### src/rtl/march_bist_sequencer.sv
`default_nettype none
// +----------------------------------------------------------------------------+
// | march_bist_sequencer                                                       |
// | March C- BIST engine: sequences a single-port RAM, records first miscompare|
// | Revision: 1.0                                                              |
// +----------------------------------------------------------------------------+
module march_bist_sequencer #(
    parameter int A_WIDTH = 4,
    parameter int D_WIDTH = 8
) (
    input  logic               clk,
    input  logic               rst,
    input  logic               start,
    input  logic [D_WIDTH-1:0] mem_rdata,
    output logic [A_WIDTH-1:0] mem_addr,
    output logic [D_WIDTH-1:0] mem_wdata,
    output logic               mem_we,
    output logic               mem_re,
    output logic               busy,
    output logic               done,
    output logic               fail,
    output logic [A_WIDTH-1:0] fail_addr,
    output logic [2:0]         fail_elem
);

    typedef enum logic [3:0] {
        IDLE  = 4'd0,
        M0_W  = 4'd1,
        M1_R  = 4'd2,
        M1_W  = 4'd3,
        M2_R  = 4'd4,
        M2_W  = 4'd5,
        M3_R  = 4'd6,
        M3_W  = 4'd7,
        M4_R  = 4'd8,
        M4_W  = 4'd9,
        M5_R  = 4'd10,
        DRAIN = 4'd11,
        DONE  = 4'd12
    } state_t;

    localparam logic [A_WIDTH-1:0] c_addr_last = {A_WIDTH{1'b1}};
    localparam logic [A_WIDTH-1:0] c_addr_one  = A_WIDTH'(1);
    localparam logic [D_WIDTH-1:0] c_bg_one    = {D_WIDTH{1'b1}};

    state_t               r_state;
    state_t               w_next_state;
    logic [A_WIDTH-1:0]   w_next_addr;
    logic                 w_accept;
    logic                 w_next_we;
    logic                 w_next_re;
    logic [D_WIDTH-1:0]   w_next_wdata;
    logic [D_WIDTH-1:0]   w_rd_exp;
    logic [2:0]           w_rd_elem;

    logic                 r_pend_v;
    logic [D_WIDTH-1:0]   r_pend_exp;
    logic [2:0]           r_pend_elem;
    logic [A_WIDTH-1:0]   r_pend_addr;

    assign w_accept = ((r_state == IDLE) || (r_state == DONE)) && start;

    // Next op: the registered strobes/address always describe the op of the state being entered.
    always_comb begin
        w_next_state = r_state;
        w_next_addr  = mem_addr;
        case (r_state)
            IDLE, DONE: if (start) begin
                w_next_state = M0_W;
                w_next_addr  = '0;
            end
            M0_W: if (mem_addr == c_addr_last) begin
                w_next_state = M1_R;
                w_next_addr  = '0;
            end else begin
                w_next_addr  = mem_addr + c_addr_one;
            end
            M1_R: w_next_state = M1_W;
            M1_W: if (mem_addr == c_addr_last) begin
                w_next_state = M2_R;
                w_next_addr  = '0;
            end else begin
                w_next_state = M1_R;
                w_next_addr  = mem_addr + c_addr_one;
            end
            M2_R: w_next_state = M2_W;
            M2_W: if (mem_addr == c_addr_last) begin
                w_next_state = M3_R;
                w_next_addr  = c_addr_last;
            end else begin
                w_next_state = M2_R;
                w_next_addr  = mem_addr + c_addr_one;
            end
            M3_R: w_next_state = M3_W;
            M3_W: if (mem_addr == '0) begin
                w_next_state = M4_R;
                w_next_addr  = c_addr_last;
            end else begin
                w_next_state = M3_R;
                w_next_addr  = mem_addr - c_addr_one;
            end
            M4_R: w_next_state = M4_W;
            M4_W: if (mem_addr == '0) begin
                w_next_state = M5_R;
                w_next_addr  = c_addr_last;
            end else begin
                w_next_state = M4_R;
                w_next_addr  = mem_addr - c_addr_one;
            end
            M5_R: if (mem_addr == '0) begin
                w_next_state = DRAIN;
            end else begin
                w_next_addr  = mem_addr - c_addr_one;
            end
            DRAIN:   w_next_state = DONE;
            default: w_next_state = IDLE;
        endcase
    end

    always_comb begin
        w_next_we    = 1'b0;
        w_next_re    = 1'b0;
        w_next_wdata = '0;
        case (w_next_state)
            M0_W, M2_W, M4_W: w_next_we = 1'b1;
            M1_W, M3_W: begin
                w_next_we    = 1'b1;
                w_next_wdata = c_bg_one;
            end
            M1_R, M2_R, M3_R, M4_R, M5_R: w_next_re = 1'b1;
            default: ;
        endcase
    end

    // Expected background and element tag of the read currently on the bus.
    always_comb begin
        w_rd_exp  = '0;
        w_rd_elem = 3'd0;
        case (r_state)
            M1_R: w_rd_elem = 3'd1;
            M2_R: begin
                w_rd_exp  = c_bg_one;
                w_rd_elem = 3'd2;
            end
            M3_R: w_rd_elem = 3'd3;
            M4_R: begin
                w_rd_exp  = c_bg_one;
                w_rd_elem = 3'd4;
            end
            M5_R: w_rd_elem = 3'd5;
            default: ;
        endcase
    end

    always_ff @(posedge clk or negedge rst) begin
        if (!rst) begin
            r_state   <= IDLE;
            mem_addr  <= '0;
            mem_wdata <= '0;
            mem_we    <= 1'b0;
            mem_re    <= 1'b0;
            busy      <= 1'b0;
            done      <= 1'b0;
        end else begin
            r_state   <= w_next_state;
            mem_addr  <= w_next_addr;
            mem_wdata <= w_next_wdata;
            mem_we    <= w_next_we;
            mem_re    <= w_next_re;
            busy      <= (w_next_state != IDLE) && (w_next_state != DONE);
            done      <= (w_next_state == DONE);
        end
    end

    always_ff @(posedge clk or negedge rst) begin
        if (!rst) begin
            r_pend_v    <= 1'b0;
            r_pend_exp  <= '0;
            r_pend_elem <= 3'd0;
            r_pend_addr <= '0;
            fail        <= 1'b0;
            fail_addr   <= '0;
            fail_elem   <= 3'd0;
        end else begin
            r_pend_v    <= mem_re;
            r_pend_exp  <= w_rd_exp;
            r_pend_elem <= w_rd_elem;
            r_pend_addr <= mem_addr;
            if (w_accept) begin
                fail      <= 1'b0;
                fail_addr <= '0;
                fail_elem <= 3'd0;
            end else if (r_pend_v && (mem_rdata != r_pend_exp) && !fail) begin
                fail      <= 1'b1;
                fail_addr <= r_pend_addr;
                fail_elem <= r_pend_elem;
            end
        end
    end

endmodule
`default_nettype wire
### config.mk
export PLATFORM = sky130hd
export DESIGN_NAME = march_bist_sequencer
export DESIGN_NICKNAME = d
export VERILOG_FILES = /design/src/rtl/march_bist_sequencer.sv
export SDC_FILE = /design/constraint.sdc
export NUM_CORES = 1
export LEC_CHECK = 0
export ABC_CLOCK_PERIOD_IN_PS = 2400
export CAP_MARGIN = 20
export CORE_AREA = 2 2 61 63
export DETAILED_ROUTE_END_ITERATION = 12
export DIE_AREA = 0 0 63 65
export PLACE_DENSITY = 0.89
export SLEW_MARGIN = 5
export SYNTH_ARGS = -nofsm -noshare
export SYNTH_HDL_FRONTEND = slang
export SYNTH_SLANG_ARGS = --single-unit
### constraint.sdc
create_clock -name clk -period 2.4 [get_ports clk]
set_input_delay 0.24 -clock clk [delete_from_list [all_inputs] [get_ports clk]]
set_output_delay 0.24 -clock clk [all_outputs]
set_load 0.02 [all_outputs]
### Word-level counts from Yosys, hierarchy flattened

Cells that the tools add are included.
W data, S select, Z words.

* register bits after elaboration: 44
* logic and storage cells: 88

* muxes and demuxes: 25
* $add $sub $neg: 2
* reduce and logical (&&, ||, !) cells: 19
* equal/unequal tests: 28

Operators by type and width (number)
* $pmux W4 S12: 1
* $mux W4: 11
* $eq A4 B4 Y1 const B: 10
* $eq A4 B3 Y1 const B: 8
* $pmux W4 S5: 1
* $eq A4 B2 Y1 const B: 4
* $mux W8: 2
* $pmux W3 S5: 1
* $reduce_or A2 Y1: 5
* $reduce_or A5 Y1: 2
* $mux W3: 3
* $eq A4 B1 Y1 const B: 2
* $logic_not A4 Y1: 2
* $ne A8 B8 Y1: 1
* $reduce_bool A5 Y1: 1
* $add A4 B1 Y4 const B: 1
* $logic_and A1 B1 Y1: 4
* $mux W1: 4
* $mux W2: 2
* $ne A2 B2 Y1 const B: 2
* $ne A4 B4 Y1 const B: 1
* $reduce_bool A4 Y1: 1
* $sub A4 B1 Y4 const B: 1
* $reduce_and A3 Y1: 1
* 3 further kinds: 3

### Logic depth before layout (Yosys ltp)

* word-level depth: 6
* gate-level depth with buffers: 8

### Worst setup path after synthesis

No wires, ideal clock.

* path type: register -> register
* start: register mem_addr[0]
* end: register busy
* setup time: 0.119 ns
* stages on the path, launching flop included: 9
* arrival: 2.124 ns
* path slack: 0.158 ns
* buffers on the path: 1
* data required time: 2.281 ns
* period minus slack after synthesis: 2.242 ns
* cell sequence: dfrtp_1 -> inv_1 -> ha_1 -> or3b_1 -> clkbuf_2 -> o22ai_1 -> a221oi_2 -> or3b_1 -> a21bo_1

* longest elaborated chain between the ends: 5
* elaborated cells on any way between the ends: 12
* those cells by class: 2 x eq/ne; 7 x mux; 3 x reduce/logical

RTL lines
* start, declared: line 15 `output logic [A_WIDTH-1:0] mem_addr,`
* start signal, assigned: line 166 `mem_addr <= w_next_addr;`
* $eq A4 B4 Y1 or $logic_not A4 Y1 (tied branches)
* $mux W4 (tied with other cells): line 72 `M0_W: if (mem_addr == c_addr_last) begin`
* $pmux W4 S12 (*): line 67 `case (r_state)`
* $ne A4 B4 Y1 or $reduce_bool A4 Y1 (tied branches): line 170 `busy <= (w_next_state != IDLE) && (w_next_state != DONE);`
* $logic_and A1 B1 Y1 (*): line 170
* end signal, assigned: line 170
* end, declared: line 19 `output logic busy,`

Every way passes the cells marked *; elsewhere a longest branch is shown, timed or not.
A chain may end at the register's enable or synchronous reset.

### Worst setup path in the final report

* start: register mem_addr[0]
* end: register busy

* longest elaborated chain between the ends: 5
* elaborated cells on any way between the ends: 12
* those cells by class: 2 x eq/ne; 7 x mux; 3 x reduce/logical

RTL lines
* $eq A4 B4 Y1 or $logic_not A4 Y1 (tied branches): line 72, 95, 110
* $mux W4 (on tied branches): line 72, 110, 95
* $pmux W4 S12 (*): line 67
* named net w_next_state[3]: line 47 `state_t w_next_state;`
* $ne A4 B4 Y1 or $reduce_bool A4 Y1 (tied branches): line 170
* $logic_and A1 B1 Y1 (*): line 170

Mark *: on every way through the listed nets, which the timed path passes. The rest lies on a longest branch.

==> results_dict.tcl <==
set metrics [dict create \
    grt_pass1_wl_um 6160 \
    synth_commonest_cells "dfrtp_1, nor2_1, a21oi_1, nand2_1" \
    r2r_end "busy" \
    io_buffers 34 \
    dp_hpwl_um 2540 \
    core_area_um2 3500 \
    ant_nets 0 \
    clockBufferDepth 2 \
    die-area_um2 4100 \
    wire_per_inst_um 13.1 \
    grtUsageTotal 0.192 \
    ys_ff_latch 30 \
    ctsHoldBuffers 0 \
    r2r_setup_slack_ns 0.13 \
    setup_tns_ns 0 \
    hold_viol 0 \
    grt_max_degree 31 \
    slowest_delay_ns 0.49 \
    clk_transition_reported_paths_ns 0.09 \
    synth_edf_count 0 \
    cts.sinks 30 \
    cts_buffers 5 \
    arrival_ns 2.51 \
    ios 35 \
    setup.worst_path.end_class "flip-flop" \
    gr-total-overflow 0 \
    rows 22 \
    drc 0 \
    syn_inst 182 \
    slew_violations 0 \
    finalSetupViolCount 0 \
    min_path_type "in -> async" \
    start_kind "flip-flop" \
    insertion_delay_ns 0.34 \
    layoutNonFillerInstCount 262 \
    vias 1424 \
    synth_largest_area_cell "dfrtp_1" \
    leakage_nw 0.979 \
    min_period_over_period 0.947 \
    gp_congestion 0.889 \
    yosysWarnings 0 \
    post_cts_buffers 0 \
    area_growth_syn_to_layout_pct 24.0 \
    grt_pass1_vias 1350 \
    ctsResizeCount 0 \
    synth_ff_type "dfrtp_1" \
    fillers 297 \
    via_per_inst 5.44 \
    cp_max_fo 9 \
    syn_area_um2 1710 \
    fin_worst_skew_ns 0.0118 \
    place_area_um2 2050 \
    die_w_um 63 \
    final_area_um2 2120 \
    antenna_found_initial 0 \
    fmax_mhz 440 \
    reg2reg_depth 8 \
    netlist_top_cells_area "dfrtp_1, mux2i_1, nor2_1" \
    cp_data_required_time_ns 2.64 \
    r2r_start "mem_addr[0]" \
    final_net_count 226 \
    antennaDiodeCount 0 \
    initial_core_util 0.490 \
    outcome "finished clean" \
    htreeDepth 2 \
    die_h_um 65 \
    min_period_ns 2.27 \
    vdd_ir_drop_max_uv 444 \
    synth.avg_cell_area_um2 9.40 \
    netlist.area_leader.share 0.439 \
    mappedNetlistNets 195 \
    pwr_density_cell_nw_per_um2 1220 \
    slowest_stage "dfrtp_1" \
    cts_tree "built" \
    maxSlewHeadroom 0.679 \
    dpl.cell_count 252 \
    yosysMostFrequentCell "dfrtp_1" \
    crit_chain "inv_1 -> ha_1 -> nor3b_4 -> buf_4 -> buf_4 -> a32o_2 -> or3b_1 -> a21bo_1" \
    synth_cell_types 53 \
    drtPass1Iterations 4 \
    fin_util 0.607 \
    maxCapViolations 0 \
    tightest_slew_ns 0.480 \
    path_common_cell "buf_4" \
    rsz0062_at_grt "false" \
    drive_above_1_share 0.103 \
    cts_root_buf "clkbuf_4" \
    yosysSeqAreaShare 0.439 \
    wl_um 3440 \
    worstSetupPathType "reg -> reg" \
    async_flop_share 1.00 \
    initialDrtViolationCount 57 \
]
## worst max path at each step
stage / slack (ns) / start / to
floorplan: 0.16 / mem_addr[0] / busy
global placement: 0.18 / mem_addr[0] / busy
detailed placement: 0.11 / mem_addr[0] / busy
CTS: 0.10 / mem_addr[0] / busy
global route: 0.006 / mem_addr[0] / busy
finish: 0.13 / mem_addr[0] / busy
## power breakdown
part,internal (W),total (W),switching (W)
logic,0.000686,0.00142,0.000737
clock network,0.000142,0.000304,0.000163
registers,0.000681,0.000866,0.000184
## worst max-delay path, delay by kind of cell (launching register included)
kind	cells	cell delay, ns
AO/OA/AOI/OAI	2	0.46
adder cells (fa/ha/maj)	1	0.26
buffers and inverters	3	0.38
flip-flops	1	0.49
AND/OR/NAND/NOR	2	0.59
## cell type report
type,instances,area (µm²),area share
multi-input combinational,125,810,0.381
sequential,30,751,0.354
timing repair buffer,44,415,0.196
tap,48,60.1,0.0283
clock buffer,7,55.1,0.0259
inverter,7,26.3,0.0124
clock inverter,1,5.00,0.00236
## cell usage in the layout, fill, tap and decap left out, types with 2 or more instances in the layout
cell type / instances
nor3b_1: 2
nor2_1: 19
dfrtp_1: 30
clkbuf_4: 5
inv_1: 7
buf_4: 10
a311o_1: 2
ha_1: 2
o21ai_0: 9
a21oi_1: 11
mux2i_1: 9
clkdlybuf4s50_1: 34
o31ai_1: 2
nand2b_1: 7
nor2b_1: 5
nand2_1: 11
nand3_1: 6
o22ai_1: 3
a21o_1: 3
nor3_1: 3
or3b_1: 2
## flip-flops by register name, summed over array words and instances, names as in the netlist
register     cells
busy             1
done             1
fail             1
fail_addr        4
fail_elem        3
mem_addr         4
mem_re           1
mem_wdata        1
mem_we           1
r_pend_addr      4
r_pend_elem      3
r_pend_exp       1
r_pend_v         1
r_state          4
## routing by layer
layer	vias to the layer above	share of wire	global-route usage
met3	6	0.063	0.0382
met1	664	0.42	0.238
met2	52	0.50	0.313
li1	702	-	-
met4	0	0.021	0.108
met5	-	0	0
## cell families (layout without fill, tap and decap cells)
group | count (synthesis) | after routing | synth area share
xor gates and xnor gates | 1 | 1 | 0.00512
AOI/OAI and AO/OA | 45 | 45 | 0.180
buffers and inverters | 27 | 59 | 0.0884
DFF | 30 | 30 | 0.439
muxes | 9 | 9 | 0.0526
adders and majority gates | 2 | 2 | 0.0146
and+or+nand+nor | 68 | 68 | 0.221
## metrics by stage
step	hold WS (ns)	total power [W]	setup WS, ns
after floorplan	-0.0556	0.00181	0.158
after global placement	0.364	0.00223	0.182
after detailed placement	0.365	0.00226	0.106
after CTS	0.297	0.00257	0.103
after global routing	0.322	0.00280	0.00622
final	0.274	0.00259	0.128
Power figures use the tool's default switching activity.
